**src/rtl/reg_file_2w_sb.sv**
```systemverilog
// reg_file_2w_sb
//   Register file with two combinational read ports, two synchronous write
//   ports, write-to-read bypass, an optional hardwired zero register, and a
//   per-register busy scoreboard for RAW hazard detection at issue.
//
// Ports
//   clk, rst_n                      clock, async active-low reset
//   write_en/addr/data_{1,2}        write ports (port 2 wins on same address)
//   reserve_en, reserve_addr        mark a register busy (result in flight)
//   read_addr_{1,2}                 read addresses
//   read_data_{1,2}                 combinational read data (with bypass)
//   busy_{1,2}                      registered busy bit of each read address
//   busy_vec                        full scoreboard, bit i = register i busy
module reg_file_2w_sb #(
  parameter int DATA_W   = 16,
  parameter int ADDR_W   = 3,
  parameter int ZERO_REG = 0,
  parameter int BYPASS   = 1
) (
  input  logic                     clk,
  input  logic                     rst_n,
  input  logic                     write_en_1,
  input  logic [ADDR_W-1:0]        write_addr_1,
  input  logic [DATA_W-1:0]        write_data_1,
  input  logic                     write_en_2,
  input  logic [ADDR_W-1:0]        write_addr_2,
  input  logic [DATA_W-1:0]        write_data_2,
  input  logic                     reserve_en,
  input  logic [ADDR_W-1:0]        reserve_addr,
  input  logic [ADDR_W-1:0]        read_addr_1,
  input  logic [ADDR_W-1:0]        read_addr_2,
  output logic [DATA_W-1:0]        read_data_1,
  output logic [DATA_W-1:0]        read_data_2,
  output logic                     busy_1,
  output logic                     busy_2,
  output logic [(1<<ADDR_W)-1:0]   busy_vec
);
  localparam int DEPTH = 1 << ADDR_W;

  logic [DEPTH-1:0][DATA_W-1:0] regs_q, regs_d;
  logic [DEPTH-1:0]             busy_q, busy_d;

  // Port 2 is applied last so it overrides port 1 on an address collision.
  always_comb begin
    regs_d = regs_q;
    if (write_en_1) regs_d[write_addr_1] = write_data_1;
    if (write_en_2) regs_d[write_addr_2] = write_data_2;
    if (ZERO_REG != 0) regs_d[0] = '0;
  end

  // Clear on writeback first, then set on reserve: a new producer issued in
  // the same cycle as an older result returns keeps the register busy.
  always_comb begin
    busy_d = busy_q;
    if (write_en_1) busy_d[write_addr_1] = 1'b0;
    if (write_en_2) busy_d[write_addr_2] = 1'b0;
    if (reserve_en) busy_d[reserve_addr] = 1'b1;
    if (ZERO_REG != 0) busy_d[0] = 1'b0;
  end

  always_ff @(posedge clk or negedge rst_n) begin
    if (!rst_n) begin
      regs_q <= '0;
      busy_q <= '0;
    end else begin
      regs_q <= regs_d;
      busy_q <= busy_d;
    end
  end

  // Read ports, one instance of the read mux per port.
  logic [1:0][ADDR_W-1:0] rd_addr;
  logic [1:0][DATA_W-1:0] rd_data;

  assign rd_addr[0] = read_addr_1;
  assign rd_addr[1] = read_addr_2;

  for (genvar p = 0; p < 2; p++) begin : g_rd
    logic hit_1, hit_2, is_zero;
    // Bypass is gated by rst_n so a write presented during reset never leaks.
    assign hit_1   = (BYPASS != 0) && rst_n && write_en_1 && (write_addr_1 == rd_addr[p]);
    assign hit_2   = (BYPASS != 0) && rst_n && write_en_2 && (write_addr_2 == rd_addr[p]);
    assign is_zero = (ZERO_REG != 0) && (rd_addr[p] == '0);
    assign rd_data[p] = (!rst_n || is_zero) ? '0 :
                        hit_2               ? write_data_2 :
                        hit_1               ? write_data_1 :
                                              regs_q[rd_addr[p]];
  end

  assign read_data_1 = rd_data[0];
  assign read_data_2 = rd_data[1];

  // Busy is deliberately not bypassed; it reflects registered state only.
  assign busy_vec = busy_q;
  assign busy_1   = busy_q[read_addr_1];
  assign busy_2   = busy_q[read_addr_2];

endmodule

```
**config.mk**
```make
export PLATFORM = sky130hd
export DESIGN_NAME = reg_file_2w_sb
export DESIGN_NICKNAME = d
export VERILOG_FILES = /design/src/rtl/reg_file_2w_sb.sv
export SDC_FILE = /design/constraint.sdc
export NUM_CORES = 1
export LEC_CHECK = 0
export ABC_AREA = 1
export BUFFER_PORTS_ARGS = -buffer_cell sky130_fd_sc_hd__buf_2
export CAP_MARGIN = 20
export CORE_ASPECT_RATIO = 1.4
export CORE_MARGIN = 4
export CORE_UTILIZATION = 49
export DETAILED_ROUTE_END_ITERATION = 7
export PLACE_DENSITY = 0.67
export SETUP_SLACK_MARGIN = 0.05
export SYNTH_ARGS = -nofsm -noshare
export SYNTH_HDL_FRONTEND = slang
export SYNTH_SLANG_ARGS = --single-unit
```
**constraint.sdc**
```tcl
create_clock -name clk -period 1.21 [get_ports clk]
set_input_delay 0.0605 -clock clk [delete_from_list [all_inputs] [get_ports clk]]
set_output_delay 0.0605 -clock clk [all_outputs]
set_load 0.01 [all_outputs]
```
=== After elaboration in Yosys (flattened, before gate mapping) ===
Index checks and enable logic that the tools add are counted.
W data, S select, Z words.

* Bits of input ports: 52
* Memories kept: 0
* Register bits: 136
* Output and inout port bits: 42
* ROM bits: 0
* Bits in latches: 0
* Bits in writable memories: 0
* Word-level logic and storage cells: 66

* $lt $le $gt $ge: 8
* Add/subtract/negate cells: 0
* Multiply operators: 0
* Equal/unequal tests: 4
* Shifts and indexed selects: 0
* Divide/modulo/power cells: 0
* Bitwise logic cells: 5
* Reduce and logical (&&, ||, !) cells: 9
* Muxes and demuxes: 31

{| class="wikitable"
|+ Operators with widths
! operator !! count
|-
| $bwmux W128 || 2
|-
| $mux W128 || 2
|-
| $mux W16 || 10
|-
| $bmux W16 S3 || 2
|-
| $demux W16 S3 || 2
|-
| $mux W8 || 3
|-
| $lt A3 B4 Y1 const B || 5
|-
| $and A8 B8 Y8 || 2
|-
| $not A8 Y8 || 2
|-
| $eq A3 B3 Y1 || 4
|-
| $demux W1 S3 || 3
|-
| $ge A3 B1 Y1 const B || 3
|-
| $logic_and A1 B1 Y1 || 9
|-
| $or A8 B8 Y8 || 1
|-
| $bmux W1 S3 || 2
|-
| $mux W1 || 5
|}

=== Logic depth before layout (Yosys ltp) ===
* Depth in word-level cells: 11
* Gate-level depth with buffers: 10

=== Worst setup path after synthesis ===
OpenSTA, ideal clock, no wires.

* Kind: input -> output
* From: in read_addr_2[1]
* To: out read_data_2[11]
* Stages on the path: 9
* Data arrival time: 1100 ps
* Path buffers: 2
* Path slack: 49 ps
* Data required time: 1150 ps
* Cell sequence: buf_4 -> inv_2 -> nor2_1 -> nor2_4 -> buf_4 -> nand3_1 -> nand2_1 -> inv_1 -> a21oi_1

* Cells in the longest elaborated chain, start to end: 5
* Elaborated cells between the ends (all ways): 9
* Classes of those cells: eq/ne (2); mux (5); reduce/logical (2)

{| class="wikitable"
|+ Ends and longest elaborated chain
! element !! RTL line !! source
|-
| from (decl) || 31 || <nowiki>input logic [ADDR_W-1:0] read_addr_2,</nowiki>
|-
| $bmux W16 S3 / $eq A3 B3 Y1 (equally long branches) || 87, 81 ||
|-
| $mux W16 (not written as such) / $logic_and A1 B1 Y1 (equally long branches) || 87, 81 ||
|-
| $mux W16 || 86 || <nowiki>hit_1 ? write_data_1 :</nowiki>
|-
| $mux W16 * || 85 || <nowiki>hit_2 ? write_data_2 :</nowiki>
|-
| $mux W16 * || 84 || <nowiki>assign rd_data[p] = (!rst_n || is_zero) ? '0 :</nowiki>
|-
| to (decl) || 33 || <nowiki>output logic [DATA_W-1:0] read_data_2,</nowiki>
|}

Every way passes the cells marked *; elsewhere a longest branch is shown, timed or not. The select of a mux whose other input is x is not followed.

=== Worst setup path after layout ===
* From: reg regs_q[95] in the netlist's numbering
* To: out read_data_2[15]

* Cells in the longest elaborated chain, start to end: 5

{| class="wikitable"
|+ Ends and longest elaborated chain
! element !! RTL line !! source
|-
| from (decl) || 40 || <nowiki>logic [DEPTH-1:0][DATA_W-1:0] regs_q, regs_d;</nowiki>
|-
| from (signal assigned) || 66 || <nowiki>regs_q <= regs_d;</nowiki>
|-
| $bmux W16 S3 || 87 || <nowiki>regs_q[rd_addr[p]];</nowiki>
|-
| $mux W16 (not written as such) || 87 ||
|-
| $mux W16 || 86 ||
|-
| $mux W16 || 85 ||
|-
| $mux W16 || 84 ||
|}

Every way passes these cells. The select of a mux whose other input is x is not followed.

==> out/results.ini <==
[status]
status = finished with violations
violations = design-rule violations, negative setup slack

[placement]
gp_congestion = 1.02
dp.final_hpwl_um = 31500
io_buffers = 93
dp_slack_ns = -0.372
place_inst = 1997

[critical_path]
rrSetupSlack_ns = 0.26
critPathMaxFanout = 3
cp-startpoint = regs_q[95]
reg2reg_to = regs_q[89]
crit_path_end_kind = primary output
rr_startpoint = regs_q[89]
rr_worst_depth = 4
criticalPathCategory = flop to primary output
worstPathRequired_ns = 1.15
critical_path_arrival_ns = 1.68
critPathLaunchType = flop
cp-endpoint = read_data_2[15]

[power_and_ir_drop]
ir_drop_v = 0.00110
leakage_nw = 6.65
power_density_nw_per_um2 = 1280
power_mw = 17.0

[sta]
drv_slew = 0
finalCritPeriodShare_pct = 143
timing.final.ws_setup_ns = -0.526
max_slew_margin_pct = 35.1
fin_skew_ns = 0
totalNegativeSetupSlack_ns = -13.38
hold_viol = 0
min_period_ns = 1.74
fmax_ghz = 0.576
tightest_slew_ns = 0.973
setup_viol = 34
rsz0062_at_grt = true

[grt]
globalRouteTotalUtil_pct = 42.1
grt_pass1_vias = 12455
grt.overflow.total = 0
antenna_found_initial = 1
grt_max_degree = 48
grt_pass1_wl_um = 73400

[die]
io_pins = 94
die_x_um = 130
core_area_um2 = 20500
design.die.area_um2 = 23200
die_y_um = 179
start_util_pct = 49.7
placement_rows = 62

[logic_synthesis]
avgSynthCellArea_um2 = 6.17
synth_top_cell_by_area = dfrtp_1
ys_types = 24
syn_nets = 1704
synth_cells = 1652
yosysWarnings = 0
synth_top_area_share_pct = 33.4
seq_area_frac_synth_pct = 33.4
yosys-top-cells-area = dfrtp_1 33%, nand2_1 21%, nand3_1 17%, a31oi_1 6.9%, nor2_1 5.3%
synth-seq-cells = 136
syn_area_um2 = 10200

[cts]
clockBufferDepth = 2
cts.htree.levels = 4
insertion_delay_ns = 0.44
cts_tree = done
cts_root_buf = clkbuf_16
cts_sinks = 136
cts_buffers = 17
clk_pin_slew_ns = 0.06

[finish]
final_cells = 2094
area_growth_pct = 31.1
drive_gt1_share_pct = 24.9
fin_nets = 1880
utilization_pct = 65.2

[worst_hold_path]
hold_path_class = input pin to flop

[drt]
vias_per_cell = 6.39
routed_wl_um = 48700
drc_errors = 2
post_drt_wl_per_cell_um = 23.3
vias = 13371
first_iter_violations = 2015
antenna_left = 0
drtPass1Iterations = 8

[run]
maxCapViolations = 0

cell families after synthesis:
kind of cell              count (synthesis)  synth area share, %
buffers and inverters                   228                 9.51
AOI/OAI and AO/OA                       216                 12.6
and+or+nand+nor                        1071                 44.4
DFF                                     136                 33.4
xor gates and xnor gates                  1               0.0860
cells in the mapped netlist:
cell	count
nand2_2	3
a31oi_1	113
nand2_1	566
o21ai_0	49
nor2_4	6
o21ai_1	3
nand3b_1	1
o22ai_1	15
a21oi_1	26
nor2_2	4
xor2_1	1
a21oi_2	10
nand2_4	1
buf_4	19
inv_1	60
clkinv_1	1
inv_2	12
clkbuf_2	1
nor2_1	143
clkbuf_1	76
nand3_1	347
buf_2	32
buf_1	27
dfrtp_1	136
power breakdown:
| group | switching (mW) | internal (mW) |
|---|---|---|
| clock | 2.05 | 2.71 |
| sequential | 0.946 | 5.54 |
| combinational | 3.36 | 2.42 |
worst max-delay path, cell delays in order, from the launching register on:
cell,delay [ns]
dfrtp_1,0.43
nand2_1,0.08
nand3_1,0.07
nand3_1,0.06
nand2_1,0.09
nand2_1,0.06
a21oi_2,0.19
buf_4,0.15
buf_6,0.09
worst min-delay path by stage:
stage,startpoint,endpoint,depth (start not counted)
6_report,write_data_2[7],regs_q[103],3
5_1_grt,write_data_1[8],regs_q[40],3
3_3_place_gp,rst_n,regs_q[112],2
4_1_cts,write_data_2[7],regs_q[103],3
2_1_floorplan,rst_n,busy_vec[0],0
3_5_place_dp,rst_n,regs_q[116],2
layout make-up:
class,count,area [um^2]
multi-input combinational,1288,6260
fill,1870,7130
timing repair buffer,312,2580
inverter,73,274
sequential,136,3400
clock inverter,5,25.0
tap,256,320
clock buffer,23,478
antenna,1,2.50
sequential cells by signal (all words and copies together), names as in the netlist:
register	cells
busy_vec	8
regs_q	128
cell usage in the layout, fill, tap and decap left out:
cell | Yosys | layout
clkinv_2 | 0 | 5
inv_1 | 60 | 58
nand3b_1 | 1 | 1
clkinv_1 | 1 | 1
buf_12 | 0 | 23
dlymetal6s4s_1 | 0 | 1
inv_2 | 12 | 14
clkbuf_8 | 0 | 3
o22ai_1 | 15 | 15
a31oi_1 | 113 | 113
diode_2 | 0 | 1
buf_6 | 0 | 20
dfrtp_1 | 136 | 136
nor2_2 | 4 | 4
dlygate4sd3_1 | 0 | 29
buf_4 | 19 | 160
a21oi_1 | 26 | 2
nand2_2 | 3 | 48
clkbuf_16 | 0 | 17
a21oi_4 | 0 | 1
clkbuf_1 | 76 | 3
o21ai_0 | 49 | 40
xor2_1 | 1 | 1
nand2_8 | 0 | 1
a21oi_2 | 10 | 33
nand2_4 | 1 | 3
nor2_4 | 6 | 7
buf_2 | 32 | 79
nor2_1 | 143 | 142
nand2_1 | 566 | 518
o21ai_1 | 3 | 12
nand3_2 | 0 | 40
nand3_1 | 347 | 307
per-stage QoR:
stage / area (um^2) / hold slack, ns
after global placement: 11700 / 0.132
after floorplan: 10200 / -0.235
after CTS: 12900 / 0.00516
final: 13400 / 0.0135
after detailed placement: 11700 / 0.135
after global routing: 13400 / 0.0152
what timing repair did:
| action | 4_1_cts | 5_1_grt |
|---|---|---|
| setup buffers | 19 | 18 |
| setup endpoints to repair | 34 | 72 |
| resized for setup | 77 | 67 |
| hold buffers | 30 | 3 |
| pin swaps | 113 | 69 |
| hold endpoints to repair | 130 | 19 |
routing by layer:
layer  wire (um)  track usage [%]  share of wire, %  vias to the layer above
li1            -                -                 -                     5806
met3        6040             11.9                12                      323
met5           0                0                 0                        -
met1       17000             51.4                35                     6091
met4        4540             32.5               9.3                        0
met2       21200             62.1                44                     1151
Note: power is estimated with default switching activity, not from simulation.
